[src/rtl/mul_pkg.sv]
// Shared constants and types for the Wallace multiplier datapath.
package mul_pkg;
  localparam int VEC_W  = 64;
  localparam int TAG_W  = 4;
  localparam int HALF_W = VEC_W / 2;

  typedef struct packed {
    logic [HALF_W-1:0] sum;
    logic [HALF_W-1:0] carry;
  } cpa_half_t;

  typedef logic [TAG_W-1:0] rs_tag_t;
endpackage

[src/rtl/half_cpa.sv]
// Combinational W-bit carry-propagate adder with carry in and carry out.
module half_cpa
  import mul_pkg::*;
#(
  parameter int W = HALF_W
) (
  input  logic [W-1:0] a,
  input  logic [W-1:0] b,
  input  logic         cin,
  output logic [W-1:0] sum,
  output logic         cout
);

  assign {cout, sum} = {1'b0, a} + {1'b0, b} + {{W{1'b0}}, cin};

endmodule

[src/rtl/wallace_final_cpa.sv]
// Two-stage final adder of the Wallace tree: low half in S1, high half plus
// the mid carry in S2, with a valid/ready handshake and a flush for mispredicts.
module wallace_final_cpa #(
  parameter int VEC_W = mul_pkg::VEC_W,
  parameter int TAG_W = mul_pkg::TAG_W
) (
  input  logic             clk,
  input  logic             rst_n,
  input  logic             flush,
  input  logic             in_valid,
  output logic             in_ready,
  input  logic [VEC_W-1:0] in_sum,
  input  logic [VEC_W-1:0] in_carry,
  input  logic [TAG_W-1:0] in_tag,
  output logic             out_valid,
  input  logic             out_ready,
  output logic [VEC_W-1:0] out_product,
  output logic [TAG_W-1:0] out_tag,
  output logic             out_cout
);

  localparam int H = VEC_W / 2;

  logic             s1_v_r;
  logic [H-1:0]     s1_lo_r;
  logic             s1_cmid_r;
  logic [H-1:0]     s1_sum_hi_r;
  logic [H-1:0]     s1_carry_hi_r;
  logic [TAG_W-1:0] s1_tag_r;

  logic [H-1:0] lo_s;
  logic [H-1:0] hi_s;
  logic         lo_cout_s;
  logic         hi_cout_s;
  logic         s2_free_s;
  logic         s1_adv_s;
  logic         accept_s;

  assign s2_free_s = !out_valid || out_ready;
  assign s1_adv_s  = s1_v_r && s2_free_s;
  assign in_ready  = !flush && (!s1_v_r || s2_free_s);
  assign accept_s  = in_valid && in_ready;

  half_cpa #(.W(H)) u_lo (
    .a    (in_sum[H-1:0]),
    .b    (in_carry[H-1:0]),
    .cin  (1'b0),
    .sum  (lo_s),
    .cout (lo_cout_s)
  );

  half_cpa #(.W(H)) u_hi (
    .a    (s1_sum_hi_r),
    .b    (s1_carry_hi_r),
    .cin  (s1_cmid_r),
    .sum  (hi_s),
    .cout (hi_cout_s)
  );

  // Valid bits: flush kills both stages and wins over any handshake.
  always_ff @(posedge clk or negedge rst_n) begin
    if (!rst_n) begin
      s1_v_r    <= 1'b0;
      out_valid <= 1'b0;
    end else if (flush) begin
      s1_v_r    <= 1'b0;
      out_valid <= 1'b0;
    end else begin
      if (accept_s) begin
        s1_v_r <= 1'b1;
      end else if (s1_adv_s) begin
        s1_v_r <= 1'b0;
      end
      if (s1_adv_s) begin
        out_valid <= 1'b1;
      end else if (out_ready) begin
        out_valid <= 1'b0;
      end
    end
  end

  // Stage 1 data: low-half sum, its carry, and the untouched upper halves.
  always_ff @(posedge clk or negedge rst_n) begin
    if (!rst_n) begin
      s1_lo_r       <= {H{1'b0}};
      s1_cmid_r     <= 1'b0;
      s1_sum_hi_r   <= {H{1'b0}};
      s1_carry_hi_r <= {H{1'b0}};
      s1_tag_r      <= {TAG_W{1'b0}};
    end else if (accept_s) begin
      s1_lo_r       <= lo_s;
      s1_cmid_r     <= lo_cout_s;
      s1_sum_hi_r   <= in_sum[VEC_W-1:H];
      s1_carry_hi_r <= in_carry[VEC_W-1:H];
      s1_tag_r      <= in_tag;
    end
  end

  // Stage 2 data doubles as the output registers; it only loads when S2 is free.
  always_ff @(posedge clk or negedge rst_n) begin
    if (!rst_n) begin
      out_product <= {VEC_W{1'b0}};
      out_tag     <= {TAG_W{1'b0}};
      out_cout    <= 1'b0;
    end else if (s1_adv_s) begin
      out_product <= {hi_s, s1_lo_r};
      out_tag     <= s1_tag_r;
      out_cout    <= hi_cout_s;
    end
  end

endmodule

[config.mk]
export PLATFORM = sky130hd
export DESIGN_NAME = wallace_final_cpa
export DESIGN_NICKNAME = d
export VERILOG_FILES = /design/src/rtl/mul_pkg.sv /design/src/rtl/half_cpa.sv /design/src/rtl/wallace_final_cpa.sv
export SDC_FILE = /design/constraint.sdc
export NUM_CORES = 1
export LEC_CHECK = 0
export BUFFER_PORTS_ARGS = -buffer_cell sky130_fd_sc_hd__buf_2
export CORE_AREA = 3 3 141 143
export CTS_CLUSTER_SIZE = 12
export DETAILED_ROUTE_END_ITERATION = 10
export DIE_AREA = 0 0 144 146
export PLACE_DENSITY = 0.86
export SLEW_MARGIN = 30
export SYNTH_ARGS = -nofsm -noshare
export SYNTH_HDL_FRONTEND = slang
export SYNTH_SLANG_ARGS = --single-unit
[constraint.sdc]
create_clock -name clk -period 4.6 [get_ports clk]
set_clock_uncertainty 0.2 [all_clocks]
set_input_delay 0.23 -clock clk [delete_from_list [all_inputs] [get_ports clk]]
set_output_delay 0.23 -clock clk [all_outputs]
set_load 0.01 [all_outputs]
# After elaboration in Yosys (flattened, before gate mapping)
# Index checks and enable logic that the tools add are counted.
# totals
regBits	172
latch_bits	0
mem_bits_rw	0
mem_bits_ro	0
inputBits	137
wordCells	29
mem_count	0
# op_classes
add_sub_neg	3
n_mul	0
div_mod_pow	0
order_cmp	0
eq_ne	0
shift	0
mux	6
bitwise_logic	0
reduce_logical	10
# op_table
op	n
32-bit by 32-bit adder with 33-bit output	2
33-bit by 1-bit adder with 33-bit output	1
1-bit two-way mux	6
3-bit nonzero test	2
1-bit logical AND	3
1-bit zero test	3
1-bit logical OR	2

# Depth between registers and ports, before layout
# depth
ltp_word	7
ltp_mapped	11
mapped_depth_nobuf	11

# Modules after synthesis
# From an unflattened synthesis, not the netlist that was laid out.
# unflattened
hier_cells	866
area_unflattened_um2	10417.5
# modules_own_cells
mod	n_inst	cells_each	area_per_inst_um2	seq_area_each_um2
wallace_final_cpa	1	370	6849.1	4304.1
half_cpa at u_hi	1	259	1854.3	0.0
half_cpa at u_lo	1	237	1714.1	0.0

# Worst setup path after synthesis
# Ideal clock, no wire load.
# synth_path
kind	register to register
from	register s1_cmid_r
to	register out_cout
arrival_time_ns	2.896
required_time_ns	4.266
setup_slack_ns	1.370
stages_incl_launch_ff	12
n_path_buf	0
synth_period_minus_slack_ns	3.230
path_cell_list	dfrtp_1 > fa_1 > fa_1 > a21oi_1 > o21ai_0 > a21oi_2 > o22ai_1 > a31oi_2 > o31ai_1 > a21o_1 > a2111oi_0 > nor3_1
# synth_via
elab_chain_len	1
# synth_rtl
element	line	text
start: declaration	wallace_final_cpa.sv:26	logic s1_cmid_r;
start signal: assignment	wallace_final_cpa.sv:92	s1_cmid_r <= lo_cout_s;
33-bit by 1-bit adder with 33-bit output	half_cpa.sv:14	assign {cout, sum} = {1'b0, a} + {1'b0, b} + {{W{1'b0}}, cin};
end signal: assignment	wallace_final_cpa.sv:108	out_cout <= hi_cout_s;
end: declaration	wallace_final_cpa.sv:19	output logic out_cout
# No other way between the ends.
# A chain may end at the register's enable or synchronous reset.

# Worst setup path after layout
# layout_path
from	register s1_cmid_r
to	register out_product[60]
# layout_via
elab_chain_len	1
# layout_rtl
element	line	text
33-bit by 1-bit adder with 33-bit output	half_cpa.sv:14	
end signal: assignment	wallace_final_cpa.sv:102	out_product <= {VEC_W{1'b0}};
end signal: assignment	wallace_final_cpa.sv:106	out_product <= {hi_s, s1_lo_r};
end: declaration	wallace_final_cpa.sv:17	output logic [VEC_W-1:0] out_product,
# No other way between the ends.

==> reports/results.tsv <==
stage	metric	value	unit
cells_and_area	stdcell_count	1524	
timing	setup_tns	0	ns
worst_hold_path	hp-class	in2reg	
clock_tree	ctsHtreeMaxLevel	4	
route	drtIter0Drc	385	
yosys	netlist_area	9360	um2
critical_path	r2r_setup_slack	0.96	ns
yosys	ys_types	50	
critical_path	slowest_delay	0.50	ns
route	routed_wl	23300	um
timing	hold_ws	0.0254	ns
power_and_ir_drop	ir_drop	0.000236	V
clock_tree	cts_tree	done	
timing	tightest_slew	0.929	ns
run	cap_violations	0	
route	wl_per_cell	15.3	um
placement	portBuffers	207	
global_routing	grt_pass1_wl	38400	um
clock_tree	cts_buffers	17	
route	drc	0	
clock_tree	cts.sinks	172	
cells_and_area	mostFrequentLayoutCell	nand2_1	
yosys	synth_cells	1013	
floorplan	dieWidth	144	um
critical_path	cp_num_buf_inv	0	
critical_path	cp-start-kind	flop	
yosys	synth.ff_latch_count	172	
timing	min_period_over_period	79.1	%
critical_path	critPathTopFamily	compound AO/OA/AOI/OAI gates	
yosys	async_reset_ff_share	100	%
clock_tree	insertion_delay	0.42	ns
route	vias	8082	
yosys	syn_avg_cell_area	9.24	um2
global_routing	grt_remaining_overflow	0	
route	dr.pass1.iters	5	
critical_path	crit_path_frequent_cell	o21ai_0	
clock_tree	clk_path_buf_depth	2	
cells_and_area	fin_nets	1479	
placement	dp_cells	1415	
floorplan	fp.dieH	146	um
critical_path	path_class	reg2reg	
yosys	ys_seq_area_share	46.0	%
yosys	synth_fp_nets	1216	
floorplan	rows	50	
placement	gp_congestion	0.893	
floorplan	die_area	21000	um2
timing	hold_viol	0	
yosys	ys_warn_count	0	
critical_path	arrival	3.70	ns
route	post_drt_via_cell_ratio	5.30	
critical_path	crit_path_end_kind	flop	
cells_and_area	fin_util	64.2	%
cells_and_area	areaGrowthSynthToFinish	28.3	%
critical_path	cp_max_fo	4	
cells_and_area	layout_common_cells	304 x nand2_1, 206 x buf_2, 172 x dfrtp_1	
power_and_ir_drop	finalPower	5.21	mW
critical_path	required	4.66	ns
yosys	yosysTopAreaCell	dfrtp_1	
yosys	yosys-top-cells-area	dfrtp_1 46%, nand2_1 12%, ha_1 8.4%	
clock_tree	clk_pin_slew	0.07	ns
timing	fmax	275	MHz
critical_path	crit_slowest_cell	fa_1	
clock_tree	root_buffer	clkbuf_16	
timing	post-route-min-period	3.64	ns
global_routing	grt_pass1_vias	8091	
yosys	synth_edf_count	0	
timing	rsz0062_at_grt	no	
power_and_ir_drop	p_leak	6.18	nW
floorplan	placeableCoreArea	18700	um2
yosys	synth_top_area_share	46.0	%
clock_tree	post_cts_buffers	0	
timing	setup_viol	0	
global_routing	grt_max_degree	102	
floorplan	start_util	50.0	%
cells_and_area	drive_above_1_share	23.0	%
route	ant_nets	0	
critical_path	worstPathCellList	fa_1 -> fa_1 -> a21oi_1 -> o21ai_0 -> a21oi_2 -> o41ai_1 -> a211oi_1 -> o21ai_0 -> a21oi_1 -> xor2_1 -> o21ai_0	
yosys	ys_dominant_reg_cell	dfrtp_1	
global_routing	grt_antenna_before_repair	0	
timing	maxSlewViolCount	0	
placement	dp_hpwl	16500	um
global_routing	grt_usage	22.2	%
floorplan	ios	208	
timing	slew-limit-headroom	38.1	%
status	status	complete, no violations	
power_and_ir_drop	p_per_area	434	nW/um2
## flip-flops by register name (all words and copies together) (netlist names)
register,flops
out_cout,1
out_product,64
out_tag,4
out_valid,1
s1_carry_hi_r,32
s1_cmid_r,1
s1_lo_r,32
s1_sum_hi_r,32
s1_tag_r,4
s1_v_r,1
## cells by family after synthesis
| kind of cell | Yosys count | synth area share, % |
|---|---|---|
| compound gates | 230 | 15.5 |
| xor+xnor | 57 | 5.34 |
| fa+ha+maj | 66 | 9.07 |
| buf+inv | 56 | 2.25 |
| flops | 172 | 46.0 |
| mux | 42 | 5.04 |
| simple gates | 390 | 16.8 |
## layout make-up
type	count	area [um2]
Fill cell	1500	6700
Multi-Input combinational cell	785	4870
Sequential cell	172	4300
Timing Repair Buffer	287	1860
Clock buffer	18	429
Tap cell	234	293
Clock inverter	14	205
Inverter	13	48.8
Antenna cell	1	2.50
## worst register-to-register path, cell delays in order, from the launching register on
cell and delay [ns]:
dfrtp_1 0.40, fa_1 0.50, fa_1 0.44, a21oi_1 0.23
o21ai_0 0.17, a21oi_2 0.25, o41ai_1 0.15, a211oi_1 0.48
o21ai_0 0.19, a21oi_1 0.22, xor2_1 0.16, o21ai_0 0.08
## final timing paths
kind | startpoint | endpoint | depth (start not counted)
setup / recovery | s1_cmid_r | out_product[60] | 11
hold / removal | in_carry[31] | s1_lo_r[31] | 3
setup reg to reg | s1_cmid_r | out_product[60] | 11
hold reg to reg | s1_tag_r[0] | s1_tag_r[0] | 2
max in group asynchronous | rst_n | s1_tag_r[3] | 3
min in group asynchronous | rst_n | s1_sum_hi_r[16] | 2
## repair_timing
action,CTS,global route
hold endpoints to repair,147,0
hold buffers,76,0
gates resized for setup,0,0
## through the flow
| step | instance area [um2] | worst slack [ns] |
|---|---|---|
| 3_3_place_gp | 10600 | 1.06 |
| 2_1_floorplan | 9360 | 1.37 |
| 5_1_grt | 12000 | 0.774 |
| 4_1_cts | 12000 | 0.980 |
| 3_5_place_dp | 10600 | 1.04 |
| 6_report | 12000 | 0.962 |
## routing by layer
metal	routed length (um)	global-route usage (%)
met2	11100	37.2
met3	1470	5.13
met4	355	5.37
met1	10300	29.3
met5	0	0
## power by group
part	switching, mW	internal [mW]	total [mW]
Combinational	0.878	0.721	1.60
Clock	0.624	0.922	1.55
Sequential	0.207	1.86	2.07
Total	1.71	3.51	5.21
## cells in the mapped netlist, types with 2 or more instances
cell type,n
a211o_1,3
fa_1,3
mux2_2,41
nand3_1,10
nor3_1,11
o21ai_0,74
dfrtp_1,172
ha_1,63
nor2b_1,6
o22ai_1,4
xor2_1,27
inv_1,13
a31oi_1,12
o21ai_1,7
nand2b_1,5
clkbuf_1,43
xnor2_1,30
o211ai_1,4
o41ai_1,2
o21bai_1,4
nor2_1,31
nand2_1,305
a21oi_1,56
and3_1,7
and2_1,3
nand4_1,8
o21a_1,4
a211oi_1,6
a21o_1,34
a21oi_2,4
o31ai_1,2
Power figures use the tool's default switching activity.
